File: config.mk
export PLATFORM = sky130hd
export DESIGN_NAME = seq101_scan_ctrl
export DESIGN_NICKNAME = d
export VERILOG_FILES = /design/src/rtl/seq101_pkg.sv /design/src/rtl/seq101_det.sv /design/src/rtl/seq101_scan_ctrl.sv
export SDC_FILE = /design/constraint.sdc
export NUM_CORES = 1
export LEC_CHECK = 0
export CORE_UTILIZATION = 45
export CTS_CLUSTER_SIZE = 10
export DETAILED_ROUTE_END_ITERATION = 6
export GPL_ROUTABILITY_DRIVEN = 0
export GPL_TIMING_DRIVEN = 1
export PLACE_DENSITY_LB_ADDON = 0.15
export REMOVE_ABC_BUFFERS = 1
export SETUP_SLACK_MARGIN = 0.02
export SYNTH_ARGS = -nofsm -noshare
export SYNTH_HDL_FRONTEND = slang
export SYNTH_SLANG_ARGS = --single-unit
File: constraint.sdc
create_clock -name clk -period 1.67 [get_ports clk]
set_clock_uncertainty 0.15 [all_clocks]
set_input_delay 0.334 -clock clk [delete_from_list [all_inputs] [get_ports clk]]
set_output_delay 0.334 -clock clk [all_outputs]
set_load 0.01 [all_outputs]
File: src/rtl/seq101_pkg.sv
`default_nettype none
// ============================================================================
// Module      : seq101_pkg
// Description : Shared types for the "101" scan controller. Holds the
//               controller state encoding, the detector state encoding and a
//               constant-friendly ceil(log2) helper used to size counters.
// Revision    : 1.0  initial release
// ============================================================================
package seq101_pkg;

    // Controller states. Two bits leave room for the unused fourth code,
    // which the controller treats as IDLE.
    typedef enum logic [1:0] {
        ST_IDLE  = 2'd0,
        ST_SHIFT = 2'd1,
        ST_DONE  = 2'd2
    } ctrl_state_t;

    // Detector states:
    //   DET_S0 : nothing seen since the last clear
    //   DET_S1 : last bit was 1
    //   DET_S2 : last bit was 0, not preceded by a 1 worth tracking
    //   DET_S3 : last two bits were "10" (one more 1 completes a match)
    typedef enum logic [1:0] {
        DET_S0 = 2'd0,
        DET_S1 = 2'd1,
        DET_S2 = 2'd2,
        DET_S3 = 2'd3
    } det_state_t;

    // ceil(log2(value)) for elaboration-time sizing; clog2_f(1) == 0.
    function automatic int clog2_f(input int value);
        int r;
        r = 0;
        for (int i = 0; i < 31; i++) begin
            if ((1 << i) < value) begin
                r = i + 1;
            end
        end
        return r;
    endfunction

endpackage
`default_nettype wire

File: src/rtl/seq101_det.sv
`default_nettype none
// ============================================================================
// Module      : seq101_det
// Description : Overlapping "101" Mealy detector. The state register only
//               moves when step is high; clear forces the idle state and
//               wins over step.
// Ports       : clk    - clock
//               rst    - synchronous active-low reset
//               step   - consume bit_in this cycle
//               clear  - return detector to its idle state
//               bit_in - serial data bit
//               hit    - combinational: a "101" completes on this step
// Revision    : 1.0  initial release
// ============================================================================
module seq101_det
    import seq101_pkg::*;
(
    input  logic clk,
    input  logic rst,
    input  logic step,
    input  logic clear,
    input  logic bit_in,
    output logic hit
);

    det_state_t state;

    // Mealy output: the completing 1 arrives while the history is "10".
    assign hit = step && (state == DET_S3) && bit_in;

    always_ff @(posedge clk) begin
        if (!rst) begin
            state <= DET_S0;
        end else if (clear) begin
            state <= DET_S0;
        end else if (step) begin
            if (bit_in) begin
                // Any 1 can start (or overlap into) a new match.
                state <= DET_S1;
            end else if (state == DET_S1) begin
                state <= DET_S3;
            end else begin
                state <= DET_S2;
            end
        end
    end

endmodule
`default_nettype wire

File: src/rtl/seq101_scan_ctrl.sv
`default_nettype none
// ============================================================================
// Module      : seq101_scan_ctrl
// Description : Accepts a W-bit word on start, feeds it MSB-first through the
//               "101" detector one bit per non-held cycle, and reports the
//               match count and match positions with a one-cycle done pulse.
//               Detector history may be carried across words so a long
//               stream can be scanned in W-bit chunks.
// Ports       : clk        - clock
//               rst        - synchronous active-low reset
//               start      - scan request, honoured only in IDLE
//               word_in    - word to scan, sampled on the accepting edge
//               clear_hist - with start: clear detector history first
//               hold       - in SHIFT: consume no bit this cycle
//               abort      - in SHIFT: stop the scan, back to IDLE
//               busy       - high in SHIFT and DONE
//               done       - one-cycle pulse on normal completion
//               aborted    - one-cycle pulse after an abort
//               match_cnt  - matches found in the current/last word
//               match_pos  - bit i set if a match completed on word bit i
// Revision    : 1.0  initial release
// ============================================================================
module seq101_scan_ctrl
    import seq101_pkg::*;
#(
    parameter  int W  = 8,
    localparam int CW = clog2_f(W + 1)
) (
    input  logic          clk,
    input  logic          rst,
    input  logic          start,
    input  logic [W-1:0]  word_in,
    input  logic          clear_hist,
    input  logic          hold,
    input  logic          abort,
    output logic          busy,
    output logic          done,
    output logic          aborted,
    output logic [CW-1:0] match_cnt,
    output logic [W-1:0]  match_pos
);

    localparam int IW = clog2_f(W);

    ctrl_state_t   state;
    logic [W-1:0]  word;
    logic [IW-1:0] idx;

    logic det_step;
    logic det_clear;
    logic det_bit;
    logic det_hit;

    // A bit is consumed only in SHIFT when neither abort nor hold is raised.
    assign det_step  = (state == ST_SHIFT) && !abort && !hold;
    // History is wiped on a clearing start and on every abort.
    assign det_clear = ((state == ST_IDLE)  && start && clear_hist) ||
                       ((state == ST_SHIFT) && abort);
    assign det_bit   = word[idx];

    seq101_det u_det (
        .clk    (clk),
        .rst    (rst),
        .step   (det_step),
        .clear  (det_clear),
        .bit_in (det_bit),
        .hit    (det_hit)
    );

    always_ff @(posedge clk) begin
        if (!rst) begin
            state     <= ST_IDLE;
            word      <= '0;
            idx       <= '0;
            busy      <= 1'b0;
            done      <= 1'b0;
            aborted   <= 1'b0;
            match_cnt <= '0;
            match_pos <= '0;
        end else begin
            done    <= 1'b0;
            aborted <= 1'b0;
            case (state)
                ST_IDLE: begin
                    if (start) begin
                        word      <= word_in;
                        idx       <= IW'(W - 1);
                        match_cnt <= '0;
                        match_pos <= '0;
                        busy      <= 1'b1;
                        state     <= ST_SHIFT;
                    end
                end
                ST_SHIFT: begin
                    if (abort) begin
                        // Partial results are kept for inspection.
                        busy    <= 1'b0;
                        aborted <= 1'b1;
                        state   <= ST_IDLE;
                    end else if (!hold) begin
                        if (det_hit) begin
                            match_cnt      <= match_cnt + 1'b1;
                            match_pos[idx] <= 1'b1;
                        end
                        if (idx == '0) begin
                            done  <= 1'b1;
                            state <= ST_DONE;
                        end else begin
                            idx <= idx - 1'b1;
                        end
                    end
                end
                ST_DONE: begin
                    busy  <= 1'b0;
                    state <= ST_IDLE;
                end
                default: begin
                    busy  <= 1'b0;
                    state <= ST_IDLE;
                end
            endcase
        end
    end

endmodule
`default_nettype wire
==> qor.yml, run 1 <==
cts-buffers-inserted: 5
root_buffer: "clkbuf_4"
p_leak_uw: 0.000876
synth_top_area_cell: "dfxtp_1"
ys_ff_latch: 30
cts_buffer_depth: 2
p_per_area_nw_per_um2: 750
layout.cells.non_filler: 257
crit_chain: "mux4_2, or2_4, a32oi_2, nor2_1"
drive_gt1_share_pct: 32.4
synth_cell_types: 41
crit_path_start_kind: "register"
min_period_ns: 1.77
die_area_um2: 3380
routed_wirelength_um: 3870
slew_violations: 0
die_h_um: 58.1
max_freq_ghz: 0.566
clk_pin_slew_ns: 0.10
antenna_cells: 0
track_usage_pct: 25.6
firstDrtPassIters: 4
slowest_stage: "mux4_2"
worst_slack_ns: -0.0974
overflow: 0
fin_nets: 229
syn_area_um2: 1420
critPathMaxStageDelay_ns: 0.56
core_area_um2: 3030
worstSkewPairLatency_ns: 0.34
async_flop_share_pct: 0
yosys_warnings: 0
setup_viol: 11
clock_sinks: 30
cap_violations: 0
vias: 1383
grt_pass1_vias: 1440
synth-main-ff-cell: "dfxtp_1"
htreeDepth: 2
initial_utilization_pct: 46.8
cp-end-kind: "register"
hold_class: "register to register"
grt_max_degree: 13
hold_viol: 0
avgRoutedWirePerCell_um: 15.1
drc: 0
num_rows: 20
syn_to_final_growth_pct: 46.6
synth-edff-count: 0
violations: "negative setup slack"
post-place-cells: 248
worstPathMaxFanout: 4
synth.area.top_cells: "dfxtp_1 42%, nand2_1 5.0%, a21boi_0 4.2%"
grt_pass1_wl_um: 6490
crit_type: "register to register"
cts_tree: "built"
pre_cts_ws_ns: -0.573
cp_num_buf_inv: 0
place.port_buffers: 28
viasPerCell: 5.38
die_w_um: 58.1
peakVddDrop_mv: 0.549
crit_required_ns: 1.73
antenna_found_initial: 0
relSlewSlack_pct: 64.4
drtIter0Drc: 52
syn_avg_cell_area_um2: 9.21
ys_seq_area_share_pct: 42.4
final_util_pct: 68.6
cts_hold_buf: 0
ant_nets: 0
rsz0062_at_grt: "true"
fin_crit_sh_pct: 106
tightest_slew_ns: 0.534
fin_hold_ws_ns: 0.330
cp.arrival_ns: 1.82
critical_path.top_delay_family: "multiplexers"
dpl.hpwl_um: 2800
synth_cells: 154
io_pins: 29
synth_top_area_share_pct: 42.4
status: "finished, violations left"
[kinds of logic (layout without fill, tap and decap cells)]
group | count (synthesis) | in the layout | synth area share (%)
AO/OA/AOI/OAI | 32 | 32 | 17.2
adder cells (fa/ha/maj) | 3 | 3 | 2.65
buffers and inverters | 10 | 69 | 3.88
flip-flops | 30 | 30 | 42.4
multiplexers | 5 | 5 | 4.41
AND/OR/NAND/NOR | 74 | 74 | 29.5
[synth_stat cells, types with 2 or more instances]
| cell type | count |
|---|---|
| dfxtp_1 | 30 |
| nand2_1 | 19 |
| nor2_1 | 16 |
| a21boi_0 | 8 |
| nand3_1 | 7 |
| a31oi_1 | 5 |
| a41oi_1 | 4 |
| clkbuf_1 | 4 |
| mux2i_1 | 4 |
| nand2b_1 | 4 |
| nand4_1 | 4 |
| nor3_1 | 4 |
| ha_1 | 3 |
| nor2b_1 | 3 |
| a21oi_1 | 2 |
| a22oi_1 | 2 |
| and2_1 | 2 |
| and3b_1 | 2 |
| and4b_2 | 2 |
| buf_2 | 2 |
| buf_6 | 2 |
| inv_1 | 2 |
| nor3b_1 | 2 |
| o211ai_1 | 2 |
| o21ai_0 | 2 |
| or3b_2 | 2 |
[sequential cells by signal, summed over array words and instances, names as in the netlist]
register	cells
u_det.state	2
done	1
aborted	1
idx	3
state	2
match_pos	8
busy	1
match_cnt	4
word	8
[worst paths after layout]
path | startpoint | end | slack, ns | cells past startpoint
hold reg to reg | match_pos[3] | match_pos[3] | 0.33 | 2
setup reg to reg | idx[0] | u_det.state[0] | -0.1 | 4
hold / removal | match_pos[3] | match_pos[3] | 0.33 | 2
setup / recovery | idx[0] | u_det.state[0] | -0.1 | 4
[worst register-to-register path, delay by kind of cell (launching register included)]
kind	cells	cell delay [ns]
AND/OR/NAND/NOR	2	0.36
multiplexers	1	0.56
flip-flops	1	0.38
AO/OA/AOI/OAI	1	0.19
[where the power goes]
group	leakage, uW	total [uW]	switching [uW]	internal, uW
Sequential	0.000248	770	29.1	741
Clock	0.0000353	462	258	204
Combinational	0.000592	327	159	168
Total	0.000876	1560	446	1110
[area by class of cell]
class	instances	area, um^2
Tap cell	44	55.1
Sequential cell	30	614
Fill cell	244	950
Timing Repair Buffer	59	499
Inverter	2	7.51
Clock buffer	7	55.1
Clock inverter	1	5.00
Multi-Input combinational cell	114	842
[through the flow]
stage	TNS (ns)	total power (uW)	cell area [um^2]
floorplan	-0.376	913	1370
global placement	-9.39	1060	1930
detailed placement	-10.36	1070	1930
CTS	-0.284	1550	2040
global route	-1.08	1640	2080
finish	-0.296	1560	2080
[layout by cell type, fill, tap and decap left out, types with 3 or more instances in the layout]
| cell | synthesis | routed |
|---|---|---|
| nand2_1 | 19 | 19 |
| nand2b_1 | 4 | 4 |
| nor2_1 | 16 | 14 |
| a21boi_0 | 8 | 8 |
| nor2b_1 | 3 | 3 |
| a41oi_1 | 4 | 3 |
| clkbuf_4 | 0 | 5 |
| nand3_1 | 7 | 6 |
| mux2i_1 | 4 | 3 |
| nor3_2 | 0 | 3 |
| dfxtp_1 | 30 | 23 |
| dlygate4sd2_1 | 0 | 17 |
| nand4_1 | 4 | 4 |
| buf_4 | 0 | 29 |
| a31oi_1 | 5 | 5 |
| clkdlybuf4s50_1 | 0 | 11 |
| ha_1 | 3 | 3 |
| dfxtp_2 | 0 | 5 |
[per-layer routing]
metal	track usage, %	share of wire, %	vias to the layer above
li1	-	-	673
met1	28.5	41	654
met2	45.2	53	44
met3	7.37	4.4	12
met4	11.6	2.0	0
met5	0	0	-
[timing repair]
item,4_1_cts,5_1_grt
resized for setup,39,8
pin swaps,13,8
endpoints found under the setup margin,38,15
buffers inserted,2,0
(Power assumes the default switching activity.)
==> run 2: changes to the inputs <==
==> constraint.sdc (replaced) <==
create_clock -name clk -period 1.67 [get_ports clk]
set_clock_uncertainty 0.15 [all_clocks]
set_input_delay 0.334 -clock clk [delete_from_list [all_inputs] [get_ports clk]]
set_output_delay 0.334 -clock clk [all_outputs]
set_load 0.1 [all_outputs]
==> run 2 against run 1 <==
Against the previous run: the flow still finishes with violations (negative setup slack); clock power is 12% lower; final area is 9.5% higher; count of clock-buffer cells in the layout is 2 lower; worst setup slack worse by 0.0056 ns; sequential cell count stayed put; critical endpoint is now idx[1].
==> qor.yml, run 2 (synthesized netlist as in run 1, its figures left out) <==
status: "finished, violations left"
violations: "negative setup slack"
grt_pass1_wl_um: 6330  # -2.3%
antenna_found_initial: 0  # unchanged
antenna_cells: 0  # unchanged
seq_power_share_pct: 50.1  # +0.7 points
hold_class: "input pin to register"
grt_pass1_vias: 1410  # -2.1%
tightest_slew_ns: 0.403  # -0.131 ns
worstPathMaxFanout: 5  # +1
cts_buffer_depth: 2  # unchanged
drc: 0  # unchanged
layout_common_cells: "31 x buf_4, 26 x dfxtp_1, 19 x nand2_1, 15 x buf_12, 14 x nor2_1"
grt_max_degree: 13  # unchanged
ant_nets: 0  # unchanged
crit_type: "register to register"
worst_slack_ns: -0.103  # -0.00561 ns
final_common_cell: "buf_4"
hold_viol: 0  # unchanged
switching_share_pct: 30.3  # +1.7 points
pwr-share-clk_pct: 26.3  # -3.3 points
power.switching_uw: 468  # +5.0%
internal-power_uw: 1080  # -3.4%
initial_utilization_pct: 46.8  # unchanged
p_leak_uw: 0.000912  # +4.1%
io_pins: 29  # unchanged
die_area_um2: 3380  # unchanged
clk_pin_slew_ns: 0.09  # about the same
drtIter0Drc: 33  # -37%
viasPerCell: 5.40  # +0.33%
fillers: 217  # -11%
die_w_um: 58.1  # unchanged
cp-end-kind: "register"
relSlewSlack_pct: 73.2  # +8.8 points
htreeDepth: 2  # unchanged
clock_sinks: 30  # unchanged
worstSkewPairLatency_ns: 0.34  # about the same
crit_path_start_kind: "register"
largest_registers: "match_pos: 8 flops, word: 8 flops, match_cnt: 4 flops"
min_period_ns: 1.77  # +0.00561 ns
firstDrtPassIters: 4  # unchanged
final_util_pct: 75.2  # +6.5 points
slew_violations: 0  # unchanged
fin_nets: 231  # +0.87%
overflow: 0  # unchanged
vias: 1393  # +0.72%
setup_viol: 8  # -3
num_rows: 20  # unchanged
place.port_buffers: 28  # unchanged
rsz0062_at_grt: "true"
cp.arrival_ns: 1.86  # +0.04 ns
root_buffer: "clkbuf_4"
fin_setup_tns_ns: -0.306  # -0.0108 ns
die_h_um: 58.1  # unchanged
core_area_um2: 3030  # unchanged
routed_wirelength_um: 3820  # -1.3%
p_total_uw: 1540  # -1.0%
drive_gt1_share_pct: 39.7  # +7.3 points
syn_to_final_growth_pct: 60.5
peakVddDrop_mv: 0.469  # -14%
max_freq_ghz: 0.564  # -0.32%
pre_cts_ws_ns: -0.522  # +0.0508 ns
cts_hold_buf: 0  # unchanged
cts-buffers-inserted: 5  # unchanged
crit_required_ns: 1.76  # +0.03 ns
p_per_area_nw_per_um2: 678  # -9.6%
dpl.hpwl_um: 2870  # +2.8%
track_usage_pct: 25.1  # -0.55 points
cts_tree: "built"
fin_crit_sh_pct: 106  # +0.34 points
cap_violations: 0  # unchanged
power_frac_comb_pct: 23.5  # +2.5 points
avgRoutedWirePerCell_um: 14.8  # -1.7%
fin_hold_ws_ns: 0.313  # -0.0169 ns
## run 2: cell count changes in the layout (fill, tap and decap cells not counted), sizes merged
| cell | before | now |
|---|---|---|
| clkinv | 1 | 2 |
| clkbuf | 7 | 5 |
| dlygate4sd2 | 17 | 2 |
| buf | 31 | 48 |
| clkdlybuf4s50 | 11 | 10 |
| dlymetal6s2s | 0 | 1 |
## run 2: worst max-delay path, stage by stage (launching register included)
cell	delay, ns
dfxtp_2	0.36
or4b_4	0.58
o21ai_4	0.28
nand3_2	0.14
o211a_1	0.15
## run 2: layout make-up
class,instances,area (um^2),share of cell area [%]
multi-input cells,114,870,38.2
flip-flops and latches,30,611,26.8
repair buffers,61,686,30.1
well taps,44,55.1,2.42
inverters,2,7.51,0.330
clock inverters,2,10.0,0.440
clock buffers,5,37.5,1.65
## run 2: what timing repair did
item | 4_1_cts | 5_1_grt
gates resized for setup | 15 | 19
endpoints found under the setup margin | 20 | 17
setup buffers | 1 | 3
pin swaps | 6 | 10
## run 2: power groups by stage
stage	logic (uW)	registers, uW	clock network [uW]
3_5_place_dp	315	787	0
3_3_place_gp	301	785	0
4_1_cts	331	772	410
5_1_grt	392	778	447
6_report	363	774	407
2_1_floorplan	127	809	0
## run 2: metrics by stage
step	instance area, um^2	instances
2_1_floorplan	1370	146
3_3_place_gp	2070	247
3_5_place_dp	2070	247
4_1_cts	2160	255
5_1_grt	2280	258
6_report	2280	258
## run 2: final timing paths
kind	startpoint	endpoint	slack (ns)	cells after the start
setup / recovery	state[1]	idx[1]	-0.10	4
hold / removal	rst	match_pos[6]	0.31	4
hold reg to reg	word[7]	word[7]	0.34	2
setup reg to reg	state[1]	idx[1]	-0.10	4
## run 2: routing by layer
layer  part of all wire, %  track usage, %  vias to the layer above
li1                      -               -                      681
met5                     0               0                        -
met1                    41            28.4                      659
met3                   5.3            8.26                       15
met2                    50            43.2                       38
met4                   3.3            10.5                        0
==> run 3: changes to the inputs <==
--- a/config.mk
+++ b/config.mk
@@ -5,7 +5,7 @@
 export SDC_FILE = /design/constraint.sdc
 export NUM_CORES = 1
 export LEC_CHECK = 0
-export CORE_UTILIZATION = 45
+export CORE_UTILIZATION = 25
 export CTS_CLUSTER_SIZE = 10
 export DETAILED_ROUTE_END_ITERATION = 6
 export GPL_ROUTABILITY_DRIVEN = 0
==> run 3 against run 2 <==
Against the previous run: the flow still finishes with violations (negative setup slack); worst setup slack gained 0.075 ns; count of clock-buffer cells in the layout is 2 higher; worst hold slack got worse by 0.0079 ns; largest power group unchanged; via count rose by 1.9%; critical endpoint is now u_det.state[0]; final cell count grew 14%; total power increased by 14%; clock power is 49% higher; critical path type unchanged.
==> qor.yml, run 3 (synthesized netlist as in run 1, its figures left out) <==
status: "finished, violations left"
violations: "negative setup slack"
cts-buffers-inserted: 5  # unchanged
firstDrtPassIters: 4  # unchanged
antenna_found_initial: 0  # unchanged
crit_path_start_kind: "register"
hold_start: "abort"
min_period_ns: 1.70  # -0.0750 ns
avgRoutedWirePerCell_um: 13.9  # -5.9%
cp.arrival_ns: 1.71  # -0.15 ns
worstPathMaxFanout: 4  # -1
peakVddDrop_mv: 0.295  # -37%
dpl.hpwl_um: 3000  # +4.5%
final_common_cell: "buf_4"
worstSkewPairLatency_ns: 0.28  # -0.06 ns
crit_required_ns: 1.68  # -0.08 ns
internal-power_uw: 1270  # +18%
switching_share_pct: 27.9  # -2.4 points
die_w_um: 77.3  # +33%
viasPerCell: 4.81  # -11%
hold_class: "input pin to register"
vias: 1420  # +1.9%
drive_gt1_share_pct: 40.8  # +1.1 points
cap_violations: 0  # unchanged
setup_viol: 3  # -5
final_util_pct: 43.5  # -32 points
num_rows: 27  # +35%
max_freq_ghz: 0.589  # +4.4%
core_area_um2: 5470  # +81%
pre_cts_ws_ns: -0.538  # -0.0152 ns
drtIter0Drc: 38  # +15%
layout_common_cells: "39 x buf_4, 27 x dfxtp_1, 19 x nand2_1, 15 x buf_12, 14 x nor2_1"
largest_registers: "match_pos: 8 flops, word: 8 flops, match_cnt: 4 flops"
post-place-cells: 277  # +12%
antenna_cells: 0  # unchanged
p_leak_uw: 0.000939  # +3.0%
syn_to_final_growth_pct: 68.0
cp-startpoint: "idx[0]"
routed_wirelength_um: 4110  # +7.6%
fin_crit_sh_pct: 102  # -4.5 points
cp-end-kind: "register"
p_per_area_nw_per_um2: 741  # +9.3%
slew_violations: 0  # unchanged
crit_type: "register to register"
worst_slack_ns: -0.0280  # +0.0750 ns
cts_buffer_depth: 2  # unchanged
io_pins: 29  # unchanged
hold_viol: 0  # unchanged
clock_sinks: 30  # unchanged
initial_utilization_pct: 25.9  # -21 points
drc: 0  # unchanged
grt_pass1_vias: 1512  # +7.2%
power.switching_uw: 493  # +5.2%
r2r-start: "idx[0]"
seq_power_share_pct: 43.7  # -6.4 points
power_frac_comb_pct: 21.9  # -1.6 points
layout.cells.non_filler: 295  # +14%
place.port_buffers: 28  # unchanged
clk_pin_slew_ns: 0.07  # -0.02 ns
pwr-share-clk_pct: 34.4  # +8.1 points
htreeDepth: 2  # unchanged
fin_nets: 239  # +3.5%
cts_tree: "built"
tightest_slew_ns: 0.452  # +0.0495 ns
die_h_um: 77.3  # +33%
die_area_um2: 5980  # +77%
track_usage_pct: 15.0  # -10 points
fin_setup_tns_ns: -0.0548  # +0.252 ns
relSlewSlack_pct: 69.9  # -3.3 points
grt_max_degree: 12  # -1
ant_nets: 0  # unchanged
overflow: 0  # unchanged
grt_pass1_wl_um: 7050  # +11%
rsz0062_at_grt: "true"
root_buffer: "clkbuf_8"
-- run 3: changes by cell type in the layout (fill, tap and decap cells not counted), sizes merged --
cell | before | now
buf | 48 | 56
clkbuf | 5 | 9
clkinv | 2 | 1
dlygate4sd2 | 2 | 1
dlymetal6s2s | 1 | 0
-- run 3: path summary, 6_finish.rpt --
kind	end	slack, ns	cells after the start
worst min register to register	word[0]	0.34	2
worst max register to register	u_det.state[0]	-0.03	4
worst max-delay path	u_det.state[0]	-0.03	4
worst min-delay path	aborted	0.31	3
-- run 3: what timing repair did --
| action | CTS | global route |
|---|---|---|
| buffers inserted | 2 | 9 |
| gates cloned | 0 | 0 |
| gates resized for setup | 22 | 11 |
| endpoints found under the setup margin | 24 | 23 |
| hold endpoints to repair | 0 | 0 |
| pin swaps | 7 | 4 |
| hold buffers | 0 | 0 |
-- run 3: routing by layer --
metal,part of all wire [%],GRT usage [%]
met4,1.8,5.47
met3,3.6,4.40
met2,51,26.3
met5,0,0
met1,44,17.1
-- run 3: critical path, cell delays in order, from the launching register on --
cell and delay (ns):
dfxtp_4 0.37, mux4_2 0.55, or2_4 0.28, a32oi_1 0.17, nor2_1 0.06
-- run 3: power groups by stage --
stage	Combinational (uW)	Sequential (uW)	Clock (uW)
after detailed placement	313	787	0
after global placement	308	787	0
after global routing	415	776	674
after CTS	346	773	629
final	387	771	607
after floorplan	127	809	0
-- run 3: layout make-up --
class | instances | area (um^2)
clock buffers | 7 | 86.3
repair buffers | 69 | 734
clock inverters | 1 | 5.00
inverters | 2 | 7.51
flip-flops and latches | 30 | 609
well taps | 72 | 90.1
multi-input cells | 114 | 848
fillers | 552 | 3090
-- run 3: stage by stage --
| stage | power, uW | hold WS (ns) | instance area [um^2] |
|---|---|---|---|
| after CTS | 1750 | 0.346 | 2290 |
| after detailed placement | 1100 | 0.331 | 2120 |
| after global placement | 1100 | 0.321 | 2120 |
| final | 1770 | 0.305 | 2380 |
| after global routing | 1860 | 0.330 | 2380 |
| after floorplan | 935 | 0.303 | 1370 |
